<file path="src/rtl/pga_autocal_if.sv">
// ---------------------------------------------------------------------------
// pga_autocal_if -- command bus between the auto-calibration sequencer and
// the downstream PGA serial controller.
//
// Signals
//   set_measure, set_vos, set_gain  command strobes (sequencer -> controller)
//   offset [4:0]                    offset value accompanying set_vos
//   gain   [3:0]                    gain value accompanying set_gain
//   op_complete                     completion level (controller -> sequencer),
//                                   asynchronous to the sequencer clock
//
// Modports
//   master  the sequencer (drives strobes and data, reads op_complete)
//   slave   the serial controller
// ---------------------------------------------------------------------------
interface pga_autocal_if;
  logic       set_measure;
  logic       set_vos;
  logic       set_gain;
  logic [4:0] offset;
  logic [3:0] gain;
  logic       op_complete;

  modport master (
    output set_measure, set_vos, set_gain, offset, gain,
    input  op_complete
  );

  modport slave (
    input  set_measure, set_vos, set_gain, offset, gain,
    output op_complete
  );
endinterface

</file>
<file path="src/rtl/pga_autocal.sv">
// ---------------------------------------------------------------------------
// pga_autocal -- PGA input-offset auto-calibration sequencer.
//
// On an accepted start the block issues set_measure, resolves a 5-bit offset
// by successive approximation (MSB first, one set_vos trial per bit, settle,
// then sample the comparator), writes the resolved offset with a final
// set_vos, applies the gain latched at start with set_gain, and pulses done.
// Every command uses a four-phase handshake against op_complete.
//
// Parameters
//   SETTLE_CYCLES   clk50 cycles waited after each trial write before sampling
//   TIMEOUT_CYCLES  clk50 cycles allowed per command handshake
//
// Ports
//   clk50        system clock
//   wb_rst       asynchronous active-high reset
//   start        one-cycle calibration request (accepted only when idle)
//   gain_in      gain to apply after calibration, latched on accepted start
//   cmp_in       asynchronous comparator; 1 = trial offset not too high
//   pga          command bus to the PGA serial controller (master side)
//   busy         high from start acceptance until done or error
//   done         one-cycle pulse on successful completion
//   error        sticky timeout flag, cleared by the next accepted start
//   cal_offset   calibrated offset, updated as done pulses
//
// Configuration
//   PGA_AUTOCAL_TIMEOUT_EN  when defined, a handshake wait lasting
//                           TIMEOUT_CYCLES aborts the run through ERR and sets
//                           error. When undefined, waits are unbounded and
//                           error stays 0.
// ---------------------------------------------------------------------------
module pga_autocal #(
  parameter int SETTLE_CYCLES  = 250,
  parameter int TIMEOUT_CYCLES = 4096
) (
  input  logic                 clk50,
  input  logic                 wb_rst,
  input  logic                 start,
  input  logic [3:0]           gain_in,
  input  logic                 cmp_in,
  pga_autocal_if.master        pga,
  output logic                 busy,
  output logic                 done,
  output logic                 error,
  output logic [4:0]           cal_offset
);

  // One counter serves both the settle delay and the handshake timeout; the
  // two never run at the same time.
  localparam int CNT_MAX = (SETTLE_CYCLES > TIMEOUT_CYCLES) ? SETTLE_CYCLES : TIMEOUT_CYCLES;
  localparam int CNT_W   = $clog2(CNT_MAX + 1);
  localparam logic [CNT_W-1:0] SETTLE_LAST = CNT_W'(SETTLE_CYCLES - 1);
`ifdef PGA_AUTOCAL_TIMEOUT_EN
  localparam logic [CNT_W-1:0] TIMEOUT_LAST = CNT_W'(TIMEOUT_CYCLES - 1);
`endif

  typedef enum logic [3:0] {
    IDLE, MEAS, TRIAL, SETTLE, SAMPLE, FINAL, GAIN, DONE, ERR
  } state_t;

  // HOLD: strobe high, waiting for op_complete=1.
  // RELEASE: strobe low, waiting for op_complete=0.
  typedef enum logic {PH_HOLD, PH_RELEASE} phase_t;

  state_t           state, state_n;
  phase_t           phase, phase_n;
  logic [1:0]       cmp_sync, opc_sync;
  logic             cmp_s, opc_s;
  logic [CNT_W-1:0] cnt;
  logic             count_en;
  logic             cmd_state;
  logic [4:0]       trial;
  logic [2:0]       idx;
  logic [4:0]       offset_r;
  logic [3:0]       gain_r;
  logic             error_r;
  logic [4:0]       bit_now, bit_next, trial_new;

  // -------------------------------------------------------------------------
  // Input synchronizers
  // -------------------------------------------------------------------------
  always_ff @(posedge clk50 or posedge wb_rst) begin
    if (wb_rst) begin
      cmp_sync <= 2'b00;
      opc_sync <= 2'b00;
    end else begin
      // NOTE: non-blocking assignments make each stage capture the previous
      // stage's old value; blocking ones would collapse the two-flop chain.
      cmp_sync <= {cmp_sync[0], cmp_in};
      opc_sync <= {opc_sync[0], pga.op_complete};
    end
  end

  assign cmp_s = cmp_sync[1];
  assign opc_s = opc_sync[1];

  assign cmd_state = (state == MEAS) || (state == TRIAL) ||
                     (state == FINAL) || (state == GAIN);

  // -------------------------------------------------------------------------
  // FSM state register
  // -------------------------------------------------------------------------
  always_ff @(posedge clk50 or posedge wb_rst) begin
    if (wb_rst) begin
      state <= IDLE;
      phase <= PH_HOLD;
    end else begin
      state <= state_n;
      phase <= phase_n;
    end
  end

  // -------------------------------------------------------------------------
  // FSM next state
  // -------------------------------------------------------------------------
  always_comb begin
    // NOTE: every output of this block gets a default first, so no path can
    // leave it unassigned and infer a latch.
    state_n = state;
    phase_n = phase;

    if (cmd_state) begin
      if (phase == PH_HOLD) begin
        if (opc_s) phase_n = PH_RELEASE;
      end else if (!opc_s) begin
        // Handshake closed: controller has dropped op_complete again.
        phase_n = PH_HOLD;
        if (state == MEAS)       state_n = TRIAL;
        else if (state == TRIAL) state_n = SETTLE;
        else if (state == FINAL) state_n = GAIN;
        else                     state_n = DONE;
      end
    end else begin
      unique case (state)
        IDLE:    if (start) state_n = MEAS;
        SETTLE:  if (cnt == SETTLE_LAST) state_n = SAMPLE;
        SAMPLE:  state_n = (idx == 3'd0) ? FINAL : TRIAL;
        DONE:    state_n = IDLE;
        ERR:     state_n = IDLE;
        default: state_n = IDLE;
      endcase
    end

`ifdef PGA_AUTOCAL_TIMEOUT_EN
    // The counter spans both handshake phases of one command.
    if (cmd_state && (cnt == TIMEOUT_LAST)) begin
      state_n = ERR;
      phase_n = PH_HOLD;
    end
`endif
  end

  // -------------------------------------------------------------------------
  // Settle / timeout counter: cleared on every state change, so it restarts
  // at each strobe rise and at SETTLE entry.
  // -------------------------------------------------------------------------
`ifdef PGA_AUTOCAL_TIMEOUT_EN
  assign count_en = (state == SETTLE) || cmd_state;
`else
  assign count_en = (state == SETTLE);
`endif

  always_ff @(posedge clk50 or posedge wb_rst) begin
    if (wb_rst)                 cnt <= '0;
    else if (state_n != state)  cnt <= '0;
    else if (count_en)          cnt <= cnt + 1'b1;
  end

  // -------------------------------------------------------------------------
  // Successive-approximation datapath
  // -------------------------------------------------------------------------
  assign bit_now   = 5'b00001 << idx;
  assign bit_next  = 5'b00001 << (idx - 3'd1);
  assign trial_new = cmp_s ? (trial | bit_now) : trial;

  always_ff @(posedge clk50 or posedge wb_rst) begin
    if (wb_rst) begin
      trial      <= '0;
      idx        <= '0;
      offset_r   <= '0;
      gain_r     <= '0;
      cal_offset <= '0;
      error_r    <= 1'b0;
    end else begin
      if (state == IDLE && start) begin
        trial   <= '0;
        idx     <= 3'd4;
        gain_r  <= gain_in;
        error_r <= 1'b0;
      end

      // First trial value is set up before TRIAL is entered so offset is
      // already stable when set_vos rises.
      if (state == MEAS && state_n == TRIAL) offset_r <= 5'b10000;

      if (state == SAMPLE) begin
        trial <= trial_new;
        if (idx != 3'd0) begin
          idx      <= idx - 3'd1;
          offset_r <= trial_new | bit_next;
        end else begin
          offset_r <= trial_new;
        end
      end

      if (state == GAIN && state_n == DONE) cal_offset <= trial;

`ifdef PGA_AUTOCAL_TIMEOUT_EN
      if (state != ERR && state_n == ERR) error_r <= 1'b1;
`endif
    end
  end

  // -------------------------------------------------------------------------
  // Outputs
  // -------------------------------------------------------------------------
  // Strobes decode from registered state, so at most one is high and all
  // drop the instant reset asserts.
  assign pga.set_measure = (state == MEAS)  && (phase == PH_HOLD);
  assign pga.set_vos     = ((state == TRIAL) || (state == FINAL)) && (phase == PH_HOLD);
  assign pga.set_gain    = (state == GAIN)  && (phase == PH_HOLD);
  assign pga.offset      = offset_r;
  assign pga.gain        = gain_r;

  assign busy  = cmd_state || (state == SETTLE) || (state == SAMPLE);
  assign done  = (state == DONE);
  assign error = error_r;

endmodule

</file>
<file path="src/flat_wrapper.sv">
// flat-port wrapper written by rule: the top's interface ports become plain ports
module pga_autocal_flat 
#(
  parameter int SETTLE_CYCLES  = 250,
  parameter int TIMEOUT_CYCLES = 4096
)
  (clk50, wb_rst, start, gain_in, cmp_in, busy, done, error, cal_offset, pga_set_measure, pga_set_vos, pga_set_gain, pga_offset, pga_gain, pga_op_complete);
  pga_autocal_if pga_i ();
  input  logic clk50;
  input  logic wb_rst;
  input  logic start;
  input  logic [3:0] gain_in;
  input  logic cmp_in;
  output logic busy;
  output logic done;
  output logic error;
  output logic [4:0] cal_offset;
  output wire logic [$bits(pga_i.set_measure)-1:0] pga_set_measure;
  output wire logic [$bits(pga_i.set_vos)-1:0] pga_set_vos;
  output wire logic [$bits(pga_i.set_gain)-1:0] pga_set_gain;
  output wire logic [$bits(pga_i.offset)-1:0] pga_offset;
  output wire logic [$bits(pga_i.gain)-1:0] pga_gain;
  input wire logic [$bits(pga_i.op_complete)-1:0] pga_op_complete;
  assign pga_set_measure = pga_i.set_measure;
  assign pga_set_vos = pga_i.set_vos;
  assign pga_set_gain = pga_i.set_gain;
  assign pga_offset = pga_i.offset;
  assign pga_gain = pga_i.gain;
  assign pga_i.op_complete = pga_op_complete;
  pga_autocal #(.SETTLE_CYCLES(SETTLE_CYCLES), .TIMEOUT_CYCLES(TIMEOUT_CYCLES)) u_core (.clk50(clk50), .wb_rst(wb_rst), .start(start), .gain_in(gain_in), .cmp_in(cmp_in), .pga(pga_i), .busy(busy), .done(done), .error(error), .cal_offset(cal_offset));
endmodule
</file>
<file path="config.mk">
export PLATFORM = sky130hd
export DESIGN_NAME = pga_autocal_flat
export DESIGN_NICKNAME = d
export VERILOG_FILES = /design/src/rtl/pga_autocal_if.sv /design/src/rtl/pga_autocal.sv /design/src/flat_wrapper.sv
export SDC_FILE = /design/constraint.sdc
export NUM_CORES = 1
export LEC_CHECK = 0
export ABC_AREA = 1
export BUFFER_PORTS_ARGS = -buffer_cell sky130_fd_sc_hd__buf_2
export CORE_ASPECT_RATIO = 0.7
export CORE_MARGIN = 2
export CORE_UTILIZATION = 45
export DETAILED_ROUTE_END_ITERATION = 6
export PLACE_DENSITY = 0.77
export SLEW_MARGIN = 5
export SYNTH_ARGS = -nofsm -noshare
export SYNTH_HDL_FRONTEND = slang
export SYNTH_SLANG_ARGS = --single-unit
</file>
<file path="constraint.sdc">
create_clock -name clk50 -period 1.5 [get_ports clk50]
set_input_delay 0.3 -clock clk50 [delete_from_list [all_inputs] [get_ports clk50]]
set_output_delay 0.3 -clock clk50 [all_outputs]
set_load 0.01 [all_outputs]
</file>
**After elaboration in Yosys (flattened, before gate mapping)**

Index checks and enable logic that the tools add are counted.

- Bits in registers: 44
- Bits in latches: 0
- RAM bits: 0
- Memory bits (read-only): 0
- Bits of input ports: 9
- Output and inout bits: 20
- Word-level logic and storage cells: 68
- Memories kept: 0

- Add/sub/neg operators: 2
- Multiply operators: 0
- Div/mod/pow operators: 0
- Magnitude comparators: 0
- Equality and inequality tests: 11
- Shifts and indexed selects: 2
- Multiplexer cells: 22
- Bitwise gates (word level): 3
- Reduce and logical (&&, ||, !) cells: 18

Operators with widths:

| operator | number |
|---|---|
| 5-bit 2-to-1 mux | 6 |
| 4-bit 2-to-1 mux | 7 |
| 13-bit 2-to-1 mux | 2 |
| 4-bit by 3-bit equality test with 1-bit output, second input constant | 5 |
| 13-bit by 1-bit adder with 13-bit output, second input constant | 1 |
| 13-bit by 8-bit equality test with 1-bit output, second input constant | 1 |
| 4-bit by 2-bit equality test with 1-bit output, second input constant | 3 |
| 3-bit 2-to-1 mux | 4 |
| 4-bit case mux with 3 select lines | 1 |
| 5-bit bitwise OR | 2 |
| 1-bit by 3-bit << shifter with 5-bit output, first input constant | 2 |
| 1-bit logical AND | 6 |
| 1-bit logical OR | 6 |
| 2-bit nonzero test | 3 |
| 4-bit by 1-bit equality test with 1-bit output, second input constant | 1 |
| 4-bit zero test | 1 |
| 4-bit != test | 1 |
| 3-bit zero test | 1 |
| 3-bit nonzero test | 1 |
| 3-bit by 1-bit subtractor with 3-bit output, second input constant | 1 |
| 1-bit 2-to-1 mux | 2 |
| 1-bit NOT | 1 |

**Logic depth before layout (Yosys ltp)**

- Depth after elaboration: 11
- Gate-level depth with buffers: 15
- Depth with buffers taken out: 14

**Worst setup path before layout**

No wires, ideal clock.

- Path kind: register -> register
- From: reg u_core.state[0]
- To: reg u_core.cnt[1]
- Setup time: 0.121 ns
- Arrival time: 1.490 ns
- Data required time: 1.379 ns
- Slack: -0.111 ns
- Stages on the path, launching flop included: 13
- Path buffers: 1
- Clock period less this slack: 1.611 ns
- Cells stage by stage: dfrtp_1 -> nor2_1 -> inv_1 -> nor2_4 -> nand2_1 -> nand2_1 -> nand3b_1 -> nand2_1 -> nand2_1 -> nand2_1 -> nand2_2 -> buf_6 -> nor2_1

- Longest elaborated chain between the ends: 9
- Elaborated cells on any way between the ends: 22
- Classes of those cells: eq/ne: 7; mux: 10; reduce/logical: 5

Ends and longest elaborated chain:

| item | RTL line | text |
|---|---|---|
| start: declaration | pga_autocal.sv:65 | `state_t state, state_n;` |
| start signal: assignment | pga_autocal.sv:108 | `state <= state_n;` |
| 4-bit by 3-bit equality test with 1-bit output | pga_autocal.sv:98, pga_autocal.sv:130 |  |
| 1-bit 2-to-1 mux | pga_autocal.sv:130 | `else if (state == FINAL) state_n = GAIN;` |
| 4-bit 2-to-1 mux | pga_autocal.sv:129 | `else if (state == TRIAL) state_n = SETTLE;` |
| 4-bit 2-to-1 mux | pga_autocal.sv:128 | `if (state == MEAS) state_n = TRIAL;` |
| 4-bit 2-to-1 mux | pga_autocal.sv:125 | `end else if (!opc_s) begin` |
| 4-bit 2-to-1 mux | pga_autocal.sv:123 | `if (phase == PH_HOLD) begin` |
| 4-bit 2-to-1 mux | pga_autocal.sv:122 | `if (cmd_state) begin` |
| 4-bit != test | pga_autocal.sv:165 | `else if (state_n != state) cnt <= '0;` |
| 13-bit 2-to-1 mux / 2-bit nonzero test (equally long branches) | - |  |
| end signal: assignment | pga_autocal.sv:166 | `else if (count_en) cnt <= cnt + 1'b1;` |
| end: declaration | pga_autocal.sv:69 | `logic [CNT_W-1:0] cnt;` |

Several ways; a longest one is shown, not always the timed one.
A chain may end at the register's enable or synchronous reset.

**Final worst setup path**

- From: reg u_core.cnt[1]
- To: reg u_core.cnt[2]

- Longest elaborated chain between the ends: 6
- Elaborated cells on any way between the ends: 9
- Classes of those cells: add/sub: 1; eq/ne: 2; mux: 5; reduce/logical: 1

Ends and longest elaborated chain:

| item | RTL line | text |
|---|---|---|
| 13-bit by 8-bit equality test with 1-bit output | pga_autocal.sv:136 | `SETTLE: if (cnt == SETTLE_LAST) state_n = SAMPLE;` |
| 4-bit 2-to-1 mux | pga_autocal.sv:136 |  |
| 4-bit case mux with 3 select lines | pga_autocal.sv:134 | `unique case (state)` |
| 4-bit 2-to-1 mux | pga_autocal.sv:122 |  |
| 4-bit != test | pga_autocal.sv:165 |  |
| 13-bit 2-to-1 mux / 2-bit nonzero test (equally long branches) | - |  |

Several ways; a longest one is shown, not always the timed one. The select of a mux whose other input is x is not followed.

==> impl_metrics.csv <==
group,metric,value,unit
timing,final.setup_skew,13.4,ps
floorplanning,die_w,87.5,um
critical_path,path_class,"reg -> reg",
cells_and_area,layout.nets,385,
timing,hold_viol_final,0,
synthesis,synth-seq-cells,44,
timing,finalCriticalPeriod,1980,ps
synthesis,syn_avg_cell_area,8.14,um^2
timing,slew_violations,0,
cells_and_area,diodes,0,
power_and_ir_drop,power_frac_clock,0.232,
synthesis,yosysWarnings,0,
global_routing,grt_max_degree,45,
clock_network,postCtsHoldBufs,0,
timing,max_clock_freq,504,MHz
drt,postRouteAntennaNets,0,
floorplanning,dieArea,0.00547,mm^2
timing,finalSetupTns,-11250,ps
critical_path,crit_path_end_kind,"register",
place,place_area,0.00275,mm^2
critical_path,cpPeakStageDelay,400,ps
synthesis,synth_cell_types,25,
timing,final.period_utilization,1.32,
clock_network,root_buffer,"clkbuf_8",
clock_network,clockBufferDepth,2,
global_routing,track_usage,0.258,
cells_and_area,area_delta_synth_final,58.1,%
drt,drcViolationCount,0,
drt,num_vias,2408,
power_and_ir_drop,swShare,0.379,
cells_and_area,layout-drive-gt1-share,0.495,
timing,final-setup-viol-count,31,
place,place.gp.congestion,0.878,
status,violations,"negative setup slack",
timing,setup_ws,-485,ps
status,status,"complete, but fails checks",
critical_path,crit_path_frequent_cell,"nand2_2",
cells_and_area,final_common_cell,"nand2_1",
power_and_ir_drop,p_int,3350,uW
critical_path,crit_family,"simple AND/OR/NAND/NOR gates",
clock_network,cts_buffers,5,
synthesis,synthCells,270,
run,max_cap_viol_count,0,
drt,drt_iter0_markers,266,
clock_network,h-tree-depth,2,
synthesis,netlist_area,0.00220,mm^2
drt,vias_per_cell,5.64,
clock_network,clock_latency,300,ps
global_routing,grt_pass1_wl,10.9,mm
floorplanning,rows,21,
power_and_ir_drop,p_switching,2040,uW
critical_path,cp.arrival,2220,ps
global_routing,antenna_found_initial,0,
critical_path,worstPathRequired,1740,ps
drt,routed_wl,7.69,mm
power_and_ir_drop,p_seq_frac,0.293,
critical_path,critPathBufInv,2,
place,dp_hpwl,3.76,mm
drt,first_pass_iters,5,
floorplanning,core-area,0.00473,mm^2
clock_network,cts.clk_slew.worst_paths,90,ps
clock_network,cts_tree,"done",
power_and_ir_drop,comb_power_share,0.475,
critical_path,cp_cell_sequence,"inv_1, ha_2, nand2_1, inv_1, nand2_2, nor2_4, nand2_2, nand2_2, nand3b_1, nand2_2, nand2_2, nand2_4, nand2_8, nor2_4",
critical_path,cp_max_fo,7,
timing,rsz0062_at_grt,"true",
power_and_ir_drop,peakVddDrop,1.29,mV
cells_and_area,design_area,0.00348,mm^2
critical_path,critPathLaunchType,"register",
drt,wl_per_cell,18.0,um
floorplanning,io_pins,29,
global_routing,gr-total-overflow,0,
critical_path,cpMaxStageDelayCell,"dfrtp_1",
clock_network,cts.sinks,44,
cells_and_area,final_cell_mix,"46 x nand2_1, 43 x buf_4, 40 x dfrtp_1, 31 x inv_1, 25 x buf_2",
place,numPortBuffers,27,
power_and_ir_drop,powerDensity,1550,mW/mm^2
min_path,hold_path.class,"in -> async",
floorplanning,start_util,0.465,
global_routing,grt_pass1_vias,2236,
floorplanning,die_h,62.5,um
synthesis,ys_seq_area_frac,0.501,
power_and_ir_drop,p_leak,0.00173,uW
-- power groups by stage --
stage / clock [uW] / combinational, uW / sequential [uW]
2_1_floorplan: 0 / 802 / 1610
3_3_place_gp: 0 / 1490 / 1530
3_5_place_dp: 0 / 1530 / 1540
4_1_cts: 1260 / 2060 / 1550
5_1_grt: 1330 / 2730 / 1600
6_report: 1250 / 2560 / 1580
-- timing repair --
item	in CTS	in global routing
endpoints found under the hold margin	0	0
pin swaps	22	23
gates resized for setup	70	54
cloned	2	0
endpoints found under the setup margin	38	42
buffers inserted	13	10
-- sequential cells by signal (all words and copies together), names as in the netlist --
register,cells
u_core.cmp_sync,2
u_core.cal_offset,5
u_core.trial,5
u_core.cnt,13
u_core.pga.gain,4
u_core.idx,3
u_core.pga.offset,5
u_core.state,4
u_core.opc_sync,2
u_core.phase,1
-- layer usage --
| layer | GRT usage | routed length [um] | vias to the layer above | part of all wire |
|---|---|---|---|---|
| li1 | - | - | 1041 | - |
| met1 | 0.344 | 3050 | 1140 | 0.40 |
| met3 | 0.0489 | 679 | 45 | 0.088 |
| met4 | 0.112 | 428 | 0 | 0.056 |
| met5 | 0 | 0 | - | 0 |
| met2 | 0.410 | 3530 | 182 | 0.46 |
-- per-stage QoR --
step	power [uW]	utilization	hold slack (ps)	setup slack [ps]	std cells
3_3_place_gp	3020	0.580	334	-186	396
2_1_floorplan	2410	-	331	-67.9	271
3_5_place_dp	3070	0.580	351	-244	396
5_1_grt	5660	0.735	44.9	-518	427
6_report	5400	0.735	21.9	-485	427
4_1_cts	4870	0.683	29.5	-305	418
-- worst paths after layout --
path | start | endpoint | slack, ps | depth (start not counted)
max in group asynchronous | wb_rst | u_core.state[3]$_DFF_PP0_ | 1250 | 3
min in group clk50 | cmp_in | u_core.cmp_sync[0]$_DFF_PP0_ | 110 | 1
setup / recovery | u_core.cnt[1]$_DFFE_PP0P_ | u_core.cnt[2]$_DFFE_PP0P_ | -480 | 14
hold / removal | wb_rst | u_core.opc_sync[0]$_DFF_PP0_ | 20 | 3
hold reg to reg | u_core.cmp_sync[0]$_DFF_PP0_ | u_core.cmp_sync[1]$_DFF_PP0_ | 360 | 0
setup reg to reg | u_core.cnt[1]$_DFFE_PP0P_ | u_core.cnt[2]$_DFFE_PP0P_ | -480 | 14
-- cell families after synthesis --
kind of cell	after synthesis	synth area share
buffers and inverters	46	0.0837
AOI/OAI and AO/OA	27	0.0666
and+or+nand+nor	134	0.264
other	1	0.00171
DFF	44	0.501
xor gates and xnor gates	11	0.0438
adders and majority gates	7	0.0398
-- worst min-delay path, cell delays in order --
cell and delay, ps:
buf_2 100, clkinv_1 60, buf_12 240
-- synth_stat cells --
master / n / area [um^2]
o31ai_1: 1 / 7.51
nor2_4: 2 / 22.5
conb_1: 1 / 3.75
a21oi_1: 2 / 10.0
or2_2: 1 / 6.26
xor2_1: 8 / 70.1
nor2_2: 1 / 6.26
dfrtp_1: 44 / 1100
nor4_1: 1 / 6.26
nand4_1: 2 / 12.5
nand3_1: 22 / 110
buf_4: 1 / 7.51
nand2_1: 64 / 240
a31oi_1: 2 / 12.5
a311oi_1: 1 / 8.76
inv_1: 44 / 165
nor3_1: 2 / 10.0
o21ai_0: 19 / 95.1
nand3b_1: 3 / 22.5
nand2_2: 3 / 18.8
o22ai_1: 2 / 12.5
xnor2_1: 3 / 26.3
ha_1: 7 / 87.6
buf_6: 1 / 11.3
nor2_1: 33 / 124
-- cell type report --
type,count,area (um^2)
well taps,57,71.3
multi-input cells,183,1240
clock inverters,3,90.1
repair buffers,91,724
flip-flops and latches,44,1110
fillers,296,1250
clock buffers,5,68.8
inverters,44,174
No activity file was read; power rests on OpenSTA's default activity.
